===== src/rtl/hazard_ctrl_pkg.sv =====
// Shared pipeline-control definitions: FSM encodings, register constants, defaults.
package pipe_defs;

    typedef enum logic [1:0] {
        ST_RUN   = 2'b00,
        ST_STALL = 2'b01
    } state_t;

    localparam logic [4:0]  REG_X0           = 5'd0;
    localparam int unsigned LOAD_LATENCY_DEF = 1;
    // Remaining-stall counter width; covers LOAD_LATENCY up to 15.
    localparam int unsigned REM_W            = 4;

endpackage


===== src/rtl/hazard_ctrl_sat_counter.sv =====
// Saturating up-counter with synchronous clear (clear beats increment).
module sat_counter #(
    parameter int unsigned CNT_W = 32
) (
    input  logic             clk,
    input  logic             rst_n,
    input  logic             inc,
    input  logic             clr,
    output logic [CNT_W-1:0] cnt
);

    // Count register: clear first, then increment unless already all-ones.
    always_ff @(posedge clk or negedge rst_n) begin
        if (!rst_n) begin
            cnt <= '0;
        end else if (clr) begin
            cnt <= '0;
        end else if (inc && (cnt != '1)) begin
            cnt <= cnt + 1'b1;
        end
    end

endmodule


===== src/rtl/hazard_ctrl.sv =====
// Pipeline hazard control: load-use stalls, EX redirect flushes, perf counters.
module hazard_ctrl
    import pipe_defs::*;
#(
    parameter int unsigned LOAD_LATENCY = LOAD_LATENCY_DEF,
    parameter int unsigned CNT_W        = 32
) (
    input  logic             clk,
    input  logic             rst_n,
    input  logic [4:0]       id_rs1,
    input  logic [4:0]       id_rs2,
    input  logic             id_use_rs1,
    input  logic             id_use_rs2,
    input  logic             ex_mem_read,
    input  logic [4:0]       ex_rd,
    input  logic             ex_redirect,
    input  logic             cnt_clear,
    output logic             pc_write,
    output logic             if_id_write,
    output logic             if_id_flush,
    output logic             id_ex_write,
    output logic             stall_active,
    output logic [1:0]       state,
    output logic [CNT_W-1:0] stall_cycles,
    output logic [CNT_W-1:0] flush_events
);

    state_t           state_q, state_d;
    logic [REM_W-1:0] rem_q, rem_d;
    logic             hz;
    logic             stall_inc;

    assign hz = ex_mem_read && (ex_rd != REG_X0) &&
                ((id_use_rs1 && (ex_rd == id_rs1)) ||
                 (id_use_rs2 && (ex_rd == id_rs2)));

    assign state = state_q;

    // State, remaining-stall count and registered stall indicator.
    always_ff @(posedge clk or negedge rst_n) begin
        if (!rst_n) begin
            state_q      <= ST_RUN;
            rem_q        <= '0;
            stall_active <= 1'b0;
        end else begin
            state_q      <= state_d;
            rem_q        <= rem_d;
            stall_active <= (state_d == ST_STALL);
        end
    end

    // Next state and enables; redirect overrides any stall, reset forces a flush.
    always_comb begin
        state_d     = ST_RUN;
        rem_d       = '0;
        pc_write    = 1'b1;
        if_id_write = 1'b1;
        id_ex_write = 1'b1;
        if_id_flush = 1'b0;
        stall_inc   = 1'b0;

        if (ex_redirect) begin
            id_ex_write = 1'b0;
            if_id_flush = 1'b1;
        end else begin
            unique case (state_q)
                ST_RUN: begin
                    if (hz) begin
                        pc_write    = 1'b0;
                        if_id_write = 1'b0;
                        id_ex_write = 1'b0;
                        stall_inc   = 1'b1;
                        if (LOAD_LATENCY > 1) begin
                            state_d = ST_STALL;
                            rem_d   = REM_W'(LOAD_LATENCY - 1);
                        end
                    end
                end
                ST_STALL: begin
                    pc_write    = 1'b0;
                    if_id_write = 1'b0;
                    id_ex_write = 1'b0;
                    stall_inc   = 1'b1;
                    if (rem_q > REM_W'(1)) begin
                        state_d = ST_STALL;
                        rem_d   = rem_q - 1'b1;
                    end
                end
                default: begin
                    state_d = ST_RUN;
                end
            endcase
        end

        if (!rst_n) begin
            pc_write    = 1'b0;
            if_id_write = 1'b0;
            id_ex_write = 1'b0;
            if_id_flush = 1'b1;
        end
    end

    sat_counter #(.CNT_W(CNT_W)) u_stall_cnt (
        .clk   (clk),
        .rst_n (rst_n),
        .inc   (stall_inc),
        .clr   (cnt_clear),
        .cnt   (stall_cycles)
    );

    sat_counter #(.CNT_W(CNT_W)) u_flush_cnt (
        .clk   (clk),
        .rst_n (rst_n),
        .inc   (ex_redirect),
        .clr   (cnt_clear),
        .cnt   (flush_events)
    );

endmodule


===== config.mk =====
export PLATFORM = sky130hd
export DESIGN_NAME = hazard_ctrl
export DESIGN_NICKNAME = d
export VERILOG_FILES = /design/src/rtl/hazard_ctrl_pkg.sv /design/src/rtl/hazard_ctrl_sat_counter.sv /design/src/rtl/hazard_ctrl.sv
export SDC_FILE = /design/constraint.sdc
export NUM_CORES = 1
export LEC_CHECK = 0
export CAP_MARGIN = 20
export CORE_MARGIN = 3
export CORE_UTILIZATION = 30
export CTS_CLUSTER_DIAMETER = 150
export DETAILED_ROUTE_END_ITERATION = 6
export DONT_BUFFER_PORTS = 1
export GPL_ROUTABILITY_DRIVEN = 1
export SYNTH_ARGS = -nofsm -noshare
export SYNTH_HDL_FRONTEND = slang
export SYNTH_SLANG_ARGS = --single-unit
export TNS_END_PERCENT = 50

===== constraint.sdc =====
create_clock -name clk -period 2.8 [get_ports clk]
set_input_delay 0.56 -clock clk [delete_from_list [all_inputs] [get_ports clk]]
set_output_delay 0.56 -clock clk [all_outputs]
set_load 0.01 [all_outputs]

==> run metrics <==
antenna cells 0; RR Startpoint u_stall_cnt.cnt[26]; Syn Inst Count 460; row count 42; Max Fclk 400.3 MHz; post-synth top area share 0.4046; # Post-CTS Setup Buffers 0; initial antenna violation count 0; Die X 125.3 µm; post-synthesis adder-cell area fraction 0.01173; distinct cell type count after synthesis just under 50; register area share after synthesis 0.4046; RSZ-0062 raised after global routing no; core area 13560 µm²; CTS Root Cell clkbuf_16; Routed Antenna Nets 0; clock buffer count from CTS 9; Post-Syn Area between 4000 and 5000 µm²; DR vias about 3700; RD Place Congestion between 0.8 and 0.9; utilization after layout 0.3539; Die H approximately 130 µm; Port Buffer Count 0; main combinational cell family by area after synthesis simple AND/OR/NAND/NOR gates; CP required approximately 2200 ps; Worst-path clk slew about 60 ps; mux share of post-synthesis cell area 0.04925; Synth Flop Type dfrtp_1; Post-Synth XOR/XNOR Area 0.03078; simple-gate share of the synthesized area 0.3031; MaxCap Viol Count 0; Filler cells roughly 1400; CP Launch Type flop; Worst EP arrival 1940 ps; Clock Skew ~8.8 ps; number of gates resized after cts 0; CP startpoint state[0]; vias in the first global route approximately 3600; full die area 15690 µm²; worst-case reg-to-reg path depth 6; minimum clock period approximately 2500 ps; drt first pass iters 4; peak supply drop 272.2 µV; compound-cell area share of the yosys netlist 0.1536; worst hold margin ~120 ps; DR iter-0 viols around 220; #FFs+latches synth 69; worst slew pin tran around 900 ps; Total Wirelength between 10000 and 15000 µm; largest net degree at the start of global routing 80; total grt overflow 0; layout cell share with drive strength beyond 1 0.1274; post-synth top area cell dfrtp_1; GRT Total Usage 0.1400; P&R area growth vs syn 12.43%; Final HPWL DP roughly 7700 µm; Final setup viols 0; io pins slightly above 90; Worst slew margin 0.3798; Nets about 480; Max Slew Vio Count 0; ranking of synthesized cells by area dfrtp_1, a21oi_1, nand4_1; PwrDens ~490 nW/µm²; critical path peak fanout 37; DR DRC count 0; first-pass GRT wire length between 15000 and 20000 µm; Skew-Pair Late Insertion Delay 330 ps; outcome finished clean; CTS sink count 69; initial core utilization 0.3148; Pleak roughly 1.7 nW; Vias/cell 5.815; TritonCTS clock tree built; routed len/inst between 15 and 20 µm; Max H-tree Level 3; mean post-synth cell area between 9 and 10 µm²; path type of the worst setup path reg -> out; period utilization 0.8923; CTS Buffer Depth 2; number of synthesized flops with an enable pin 0; Syn. warnings 0; syn_nets ~490; Hold Path Class in -> async; total negative slack 0 ps; CP endpoint kind output pin; Post-synth ARST share 1.000; final number of hold-violating endpoints 0
[stage by stage]
step	worst slack, ps	instances	area (µm²)	total power, mW
2_1_floorplan	430.0	460	4268	1.085
3_3_place_gp	383.3	622	4444	1.078
3_5_place_dp	316.6	622	4444	1.081
4_1_cts	266.8	639	4798	2.363
5_1_grt	165.3	639	4798	2.419
6_report	301.6	639	4798	2.327
[cells by family (layout without fill, tap and decap cells)]
family / count (synthesis) / count (layout)
simple gates: 214 / 214
compound gates: 104 / 104
flops: 69 / 69
buf+inv: 38 / 41
xor+xnor: 15 / 15
mux: 15 / 15
fa+ha+maj: 4 / 4
other cells: 1 / 1
[synth_stat cells, types with 5 or more instances]
cell type and instances:
and4_1 8, clkbuf_1 12, o21ai_0 23, nor4_1 10, nand2_1 26, and3_1 7, xnor2_1 15, a21oi_1 40
or3_1 27, nor2b_1 12, nor4_2 5, o31ai_1 22, a21oi_2 6, nor3_1 10, nor2_1 29, inv_1 14
nand4_1 27, or4_1 21, dfrtp_1 69, nand3_1 22, mux2_4 11
[power by group]
part           internal, mW  total [mW]  switching (mW)
Clock                 0.826        1.24           0.416
Combinational        0.0286      0.0806          0.0520
Sequential             1.00        1.01         0.00539
[sequential cells by signal (all words and copies together) (netlist names)]
signal,cells
state,1
u_flush_cnt.cnt,32
u_stall_cnt.cnt,32
rem_q,4
[per-layer routing]
| metal | global-route usage | part of all wire |
|---|---|---|
| met4 | 0.03444 | 0.0055 |
| met1 | 0.1700 | 0.42 |
| met2 | 0.2360 | 0.50 |
| met5 | 0 | 0 |
| met3 | 0.05245 | 0.076 |
[path summary, 6_finish.rpt]
path	endpoint	slack, ps
max	pc_write	300
min	rem_q[1]	120
max reg2reg	u_stall_cnt.cnt[7]	340
min reg2reg	rem_q[0]	500
max in group asynchronous	u_stall_cnt.cnt[29]	2400
min in group clk	u_stall_cnt.cnt[1]	290
[area by class of cell]
type / instances / area, µm² / share of cell area
Multi-Input combinational cell: 353 / 2345 / 0.4887
Clock buffer: 12 / 256.5 / 0.05346
Sequential cell: 69 / 1727 / 0.3598
Clock inverter: 4 / 70.07 / 0.01460
Timing Repair Buffer: 11 / 127.6 / 0.02660
Tap cell: 176 / 220.2 / 0.04589
Inverter: 14 / 52.55 / 0.01095
[layout by cell type (no fill, tap or decap), types with 2 or more instances in the layout]
master	n
dfrtp_1	69
a21oi_1	40
nor2_1	29
nand4_1	27
or3_1	27
nand2_1	26
o21ai_0	23
nand3_1	22
o31ai_1	22
or4_1	21
xnor2_1	15
inv_1	14
nor2b_1	12
mux2_4	11
nor3_1	10
nor4_1	10
clkbuf_16	9
and4_1	8
buf_4	8
and3_1	7
a21oi_2	6
nor4_2	5
ha_1	4
mux2_1	3
a311oi_1	2
nor3b_2	2
nor3_2	2
clkinv_2	2
clkbuf_8	2
bufinv_16	2
buf_12	2
[worst max-delay path, stage by stage, from the launching register on]
cell	delay, ps
dfrtp_1	510
inv_1	90
o221a_2	670
o21a_1	320
[repair_timing]
item	in CTS	in global routing
endpoints found under the hold margin	69	0
hold buffers	1	0
setup endpoints to repair	0	0
Power figures use the tool's default switching activity.
